==> config.mk <==
export PLATFORM = sky130hd
export DESIGN_NAME = option22_seq_ctrl
export DESIGN_NICKNAME = d
export VERILOG_FILES = /design/src/rtl/option22_pkg.sv /design/src/rtl/option22_pos_counter.sv /design/src/rtl/option22_seq_ctrl.sv
export SDC_FILE = /design/constraint.sdc
export NUM_CORES = 1
export LEC_CHECK = 0
export BUFFER_PORTS_ARGS = -buffer_cell sky130_fd_sc_hd__buf_2
export CAP_MARGIN = 30
export CORE_ASPECT_RATIO = 1.25
export CORE_MARGIN = 2
export CORE_UTILIZATION = 55
export CTS_CLUSTER_SIZE = 25
export DETAILED_ROUTE_END_ITERATION = 8
export MAX_ROUTING_LAYER = met4
export PLACE_DENSITY = 0.75
export SLEW_MARGIN = 10
export SYNTH_ARGS = -nofsm -noshare
export SYNTH_HDL_FRONTEND = slang
export SYNTH_SLANG_ARGS = --single-unit
==> constraint.sdc <==
create_clock -name clk -period 3 [get_ports clk]
set_input_delay 0.3 -clock clk [delete_from_list [all_inputs] [get_ports clk]]
set_output_delay 0.3 -clock clk [all_outputs]
set_load 0.01 [all_outputs]
==> src/rtl/option22_pkg.sv <==
// Shared definitions for the option22 shift-memory word sequencer.
package option22_pkg;

  // Default memory geometry: 64 words of 8 bits in a single rotating chain.
  localparam int DEF_WORD_COUNT = 64;
  localparam int DEF_CHAIN_LEN  = DEF_WORD_COUNT * 8;
  localparam int DEF_POS_W      = $clog2(DEF_CHAIN_LEN);

  // Controller states.
  typedef enum logic [2:0] {
    IDLE = 3'd0,
    SEEK = 3'd1,
    XFER = 3'd2,
    RESP = 3'd3,
    ERR  = 3'd4
  } state_t;

  // Chain length in bits for a given word count.
  function automatic int chainLen(input int words);
    return words * 8;
  endfunction

endpackage

==> src/rtl/option22_pos_counter.sv <==
// Free-running rotation position counter for the option22 shift chain.
// Also splits the position into the word currently at the tap and the
// bit index within that word.
module option22_pos_counter
  import option22_pkg::*;
#(
  parameter int CHAIN_LEN = DEF_CHAIN_LEN,
  parameter int POS_W     = $clog2(CHAIN_LEN)
) (
  input  logic             clk,
  input  logic             reset,
  output logic [POS_W-1:0] o_pos,
  output logic [POS_W-4:0] o_word,
  output logic [2:0]       o_bit
);

  logic [POS_W-1:0] r_pos;

  // Advance one position per cycle, wrapping at the end of the chain.
  always_ff @(posedge clk) begin
    if (reset) begin
      r_pos <= '0;
    end else if (r_pos == POS_W'(CHAIN_LEN - 1)) begin
      r_pos <= '0;
    end else begin
      r_pos <= r_pos + 1'b1;
    end
  end

  assign o_pos  = r_pos;
  assign o_word = r_pos[POS_W-1:3];
  assign o_bit  = r_pos[2:0];

endmodule

==> src/rtl/option22_seq_ctrl.sv <==
// Word-access sequencer for the option22 recirculating shift memory.
// Accepts one read or write at a time, waits for the addressed word to
// rotate to the tap, then spends 8 cycles either driving write/din or
// shifting the tap into a capture register, and finally pulses rsp_valid.
module option22_seq_ctrl #(
  parameter int WORD_COUNT = option22_pkg::DEF_WORD_COUNT,
  parameter int ADDR_W     = 6
) (
  input  logic                              clk,
  input  logic                              reset,
  input  logic                              req_valid,
  output logic                              req_ready,
  input  logic                              req_we,
  input  logic [ADDR_W-1:0]                 req_addr,
  input  logic [7:0]                        req_wdata,
  output logic                              rsp_valid,
  output logic                              rsp_err,
  output logic [7:0]                        rsp_rdata,
  output logic                              mem_write,
  output logic                              mem_din,
  input  logic                              mem_dout,
  output logic [$clog2(WORD_COUNT*8)-1:0]   pos
);

  import option22_pkg::*;

  localparam int CHAIN_LEN = chainLen(WORD_COUNT);
  localparam int POS_W     = $clog2(CHAIN_LEN);

  state_t              r_state;
  state_t              w_nextState;

  logic                r_we;
  logic [ADDR_W-1:0]   r_addr;
  logic [7:0]          r_wdata;
  logic [7:0]          r_shift;
  logic [7:0]          r_rspData;
  logic                r_rspErr;

  logic [POS_W-1:0]    w_pos;
  logic [POS_W-4:0]    w_word;
  logic [2:0]          w_bit;

  logic                w_accept;
  logic                w_reqInRange;
  logic                w_arriveReq;
  logic                w_arriveLatched;
  logic [7:0]          w_captured;

  // Word that sits just ahead of the target in the rotation.
  function automatic logic [31:0] predWord(input logic [31:0] a);
    return (a == 32'd0) ? 32'(WORD_COUNT - 1) : (a - 32'd1);
  endfunction

  option22_pos_counter #(
    .CHAIN_LEN (CHAIN_LEN),
    .POS_W     (POS_W)
  ) u_posCounter (
    .clk    (clk),
    .reset  (reset),
    .o_pos  (w_pos),
    .o_word (w_word),
    .o_bit  (w_bit)
  );

  assign pos          = w_pos;
  assign w_accept     = req_valid && (r_state == IDLE);
  assign w_reqInRange = 32'(req_addr) < 32'(WORD_COUNT);

  // The target word reaches the tap next cycle when the last bit of its
  // predecessor is at the tap now. Looking one cycle ahead lets the
  // transfer begin exactly on the cycle pos == 8*addr, and means a match
  // on the accept cycle itself is never taken.
  assign w_arriveReq     = (w_bit == 3'd7) && (32'(w_word) == predWord(32'(req_addr)));
  assign w_arriveLatched = (w_bit == 3'd7) && (32'(w_word) == predWord(32'(r_addr)));

  assign w_captured = {r_shift[6:0], mem_dout};

  // State register.
  always_ff @(posedge clk) begin
    if (reset) begin
      r_state <= IDLE;
    end else begin
      r_state <= w_nextState;
    end
  end

  // Next-state logic; SEEK is bypassed when the word arrives right after accept.
  always_comb begin
    w_nextState = r_state;
    case (r_state)
      IDLE: begin
        if (req_valid) begin
          if (!w_reqInRange) begin
            w_nextState = ERR;
          end else if (w_arriveReq) begin
            w_nextState = XFER;
          end else begin
            w_nextState = SEEK;
          end
        end
      end
      SEEK: begin
        if (w_arriveLatched) begin
          w_nextState = XFER;
        end
      end
      XFER: begin
        if (w_bit == 3'd7) begin
          w_nextState = RESP;
        end
      end
      RESP:    w_nextState = IDLE;
      ERR:     w_nextState = IDLE;
      default: w_nextState = IDLE;
    endcase
  end

  // Handshake, response strobe and memory pin drive decoded from the state.
  always_comb begin
    req_ready = 1'b0;
    rsp_valid = 1'b0;
    mem_write = 1'b0;
    mem_din   = 1'b0;
    case (r_state)
      IDLE: req_ready = 1'b1;
      XFER: begin
        if (r_we) begin
          mem_write = 1'b1;
          mem_din   = r_wdata[3'd7 - w_bit];
        end
      end
      RESP: rsp_valid = 1'b1;
      ERR:  rsp_valid = 1'b1;
      default: ;
    endcase
  end

  // Request latch, serial capture and held response fields.
  always_ff @(posedge clk) begin
    if (reset) begin
      r_we      <= 1'b0;
      r_addr    <= '0;
      r_wdata   <= '0;
      r_shift   <= '0;
      r_rspData <= '0;
      r_rspErr  <= 1'b0;
    end else begin
      if (w_accept) begin
        r_we    <= req_we;
        r_addr  <= req_addr;
        r_wdata <= req_wdata;
        if (!w_reqInRange) begin
          r_rspData <= 8'h00;
          r_rspErr  <= 1'b1;
        end
      end
      if (r_state == XFER) begin
        r_shift <= w_captured;
        if (w_bit == 3'd7) begin
          r_rspData <= r_we ? r_wdata : w_captured;
          r_rspErr  <= 1'b0;
        end
      end
    end
  end

  assign rsp_rdata = r_rspData;
  assign rsp_err   = r_rspErr;

endmodule

==> metrics.csv <==
stage;metric;value;unit
layout;diode count;0;
critical_path;crit start category;flip-flop;
floorplanning;die height;74.9;um
placed_design;Port Buffers;39;
critical_path;kind of critical path;reg2reg;
floorplanning;Die ar.;4550;sq um
drt;Detailed Routing Iterations Pass 1;4;
clock_tree;CTS resizes;0;
synth;syn_nets;288;
critical_path;peak per-stage delay on the critical path;0.51;ns
critical_path;Critical Path RT;3.23;ns
critical_path;Worst setup EP type;flip-flop;
layout;final net count;319;
sta;setup total negative slack;0;ns
sta;Max-Slew Margin vs Limit;58.0;%
outcome;status;completed;
drt;initial drt markers;110;
clock_tree;CTS tree;done;
grt;grt total ovfl;0;
clock_tree;total CTS buffers;5;
hold_path;worst hold path class;in2reg;
synth;sequential share of the synthesized area;37.1;%
drt;Post-DRT Antenna Nets;0;
layout;layout cells sized above 1;19.9;%
drt;Routed wire per std cell;14.1;um
grt;largest net degree at the start of global routing;35;
grt;initial antenna violation count;0;
layout;Multi-input gate area;1270;sq um
sta;PnR worst setup slack;0.640;ns
clock_tree;hold buffers post-CTS;0;
sta;Min Clock Period, post-route;2.36;ns
critical_path;Crit path top cell by count;ha_1;
layout;Finished Core Util;65.9;%
synth;flops & latches, synth;41;
drt;vias per inst;5.43;
clock_tree;CTS Root Cell;clkbuf_8;
synth;Mapped Area;2210;sq um
synth;Post-synth EDFFs;0;
power;Leakage;0.00107;uW
drt;routed via count;1873;
clock_tree;CTS Sinks;41;
sta;final setup skew;0.00566;ns
critical_path;CP Max Fanout;6;
floorplanning;initial core utilization;58.0;%
sta;Setup Viol. Count Final;0;
clock_tree;post-CTS setup buffers;0;
grt;first-pass GRT wire length;7960;um
clock_tree;Max H-tree Level;2;
synth;Synth Flop Type;dfxtp_1;
placed_design;pre-CTS setup slack;0.537;ns
critical_path;WP buf/inv;1;
synth;FFs w/ async S/R, synth;0;%
drt;DRC;0;
clock_tree;maximum root-to-sink buffer count;2;
layout;Seq. cell area;821;sq um
clock_tree;clock-pin slew on the worst setup and hold paths;0.08;ns
critical_path;slowest cell on the critical path;or4_1;
floorplanning;core area;3820;sq um
floorplanning;Cell Rows;25;
critical_path;crit-path cells;ha_1, ha_1, inv_1, nor4_4, nand4b_1, or4_1, a211o_1, a21oi_2;
synth;syn_area_per_cell;8.55;sq um
sta;Fmax;424;MHz
sta;Final Max Slew Viols;0;
grt;gr usage total;24.6;%
power;pwr/cell area;602;nW/um^2
synth;Synth Instances;259;
clock_tree;clk_lat worst skew;0.29;ns
sta;Hold Fails Final Rpt;0;
critical_path;family with the most delay on the worst path;simple AND/OR/NAND/NOR gates;
floorplanning;I/O pins;41;
critical_path;crit path DAT;2.59;ns
sta;Worst Hold Slack;0.238;ns
placed_design;Final HPWL DP;3600;um
layout;Synth-to-Final Area Change;13.6;%
power;Peak supply drop;0.000463;V
sta;RSZ-0062 raised after global routing;false;
job;maxcap violations;0;
sta;worst-margin pin slew;0.630;ns
layout;fillers;345;
sta;final clock period utilization by the worst path;78.7;%
floorplanning;Die X;60.7;um
placed_design;GPL Wtd Cong;0.865;
synth;Synth cell types;50;
drt;Routed WL;4860;um
grt;vias in the first global route;1711;
synth;synth warn;0;
[path summary, 6_finish.rpt]
kind	to	from	slack, ns	cells after the start
hold reg to reg	r_wdata[0]	r_wdata[0]	0.48	2
setup / recovery	r_state[1]	u_posCounter.o_pos[0]	0.64	8
hold / removal	r_wdata[7]	req_wdata[7]	0.24	3
setup reg to reg	r_state[1]	u_posCounter.o_pos[0]	0.64	8
[metrics by stage]
| stage | total power (uW) | instance area (sq um) | cells |
|---|---|---|---|
| after floorplan | 956 | 2210 | 259 |
| after global placement | 1060 | 2400 | 337 |
| after detailed placement | 1070 | 2400 | 337 |
| after CTS | 1520 | 2510 | 345 |
| after global routing | 1610 | 2510 | 345 |
| final | 1510 | 2510 | 345 |
[flip-flops by register name, indices dropped and copies added, names as in the netlist]
name and cells:
r_shift 7, r_wdata 8, r_state 2, r_addr 6, rsp_rdata 8, r_we 1, u_posCounter.o_pos 9
[cell families (layout without fill, tap and decap cells)]
kind of cell	count (synthesis)	count (layout)	share of synthesized area [%]
compound gates	46	46	13.1
xor+xnor	16	16	6.33
fa+ha+maj	10	10	5.65
buf+inv	26	58	5.54
flops	41	41	37.1
mux	20	20	10.2
other cells	1	1	0.169
simple gates	99	99	21.9
[placed cells by master (no fill, tap or decap), types with 2 or more instances in the layout]
cell / Yosys / final
a211oi_1: 8 / 8
a21oi_1: 21 / 21
a31oi_1: 2 / 2
and2_1: 5 / 5
and3_1: 2 / 2
buf_2: 0 / 39
clkbuf_8: 1 / 6
dfxtp_1: 41 / 41
ha_1: 10 / 10
inv_1: 10 / 10
mux2i_1: 17 / 17
mux4_2: 2 / 2
nand2_1: 36 / 36
nand3_1: 3 / 3
nor2_1: 30 / 30
nor3_1: 5 / 5
o21ai_0: 3 / 3
or3_1: 2 / 2
or4_1: 2 / 2
xnor2_1: 7 / 7
xor2_1: 9 / 9
[cell usage after synthesis, types with 2 or more instances]
| cell type | count | area, sq um |
|---|---|---|
| a211oi_1 | 8 | 60.1 |
| a21oi_1 | 21 | 105 |
| a31oi_1 | 2 | 12.5 |
| and2_1 | 5 | 31.3 |
| and3_1 | 2 | 12.5 |
| buf_4 | 4 | 30.0 |
| clkbuf_1 | 11 | 41.3 |
| dfxtp_1 | 41 | 821 |
| ha_1 | 10 | 125 |
| inv_1 | 10 | 37.5 |
| mux2i_1 | 17 | 170 |
| mux4_2 | 2 | 45.0 |
| nand2_1 | 36 | 135 |
| nand3_1 | 3 | 15.0 |
| nor2_1 | 30 | 113 |
| nor3_1 | 5 | 25.0 |
| o21ai_0 | 3 | 15.0 |
| or3_1 | 2 | 12.5 |
| or4_1 | 2 | 15.0 |
| xnor2_1 | 7 | 61.3 |
| xor2_1 | 9 | 78.8 |
[power breakdown]
group          switching (uW)  internal (uW)  total [uW]
clock                     186            271         457
sequential               59.8            592         652
combinational             228            177         405
[metal layers]
metal | global-route usage, % | wire [um] | vias to the layer above
met4 | 7.25 | 78 | 0
met2 | 42.2 | 2570 | 38
met3 | 4.98 | 179 | 7
met5 | - | 0 | -
met1 | 28.8 | 2040 | 882
li1 | - | - | 946
[final cells by class]
type / count / share of cell area (%)
Clock buffer: 7 / 3.43
Clock inverter: 1 / 1.19
Inverter: 10 / 1.49
Multi-Input combinational cell: 192 / 50.5
Sequential cell: 41 / 32.6
Tap cell: 54 / 2.69
Timing Repair Buffer: 40 / 8.06
[worst register-to-register path, cell delays in order (launching register included)]
cell and delay (ns):
dfxtp_1 0.48, ha_1 0.23, ha_1 0.18, inv_1 0.09, nor4_4 0.26, nand4b_1 0.14, or4_1 0.51, a211o_1 0.31
a21oi_2 0.11
(Power assumes the default switching activity.)
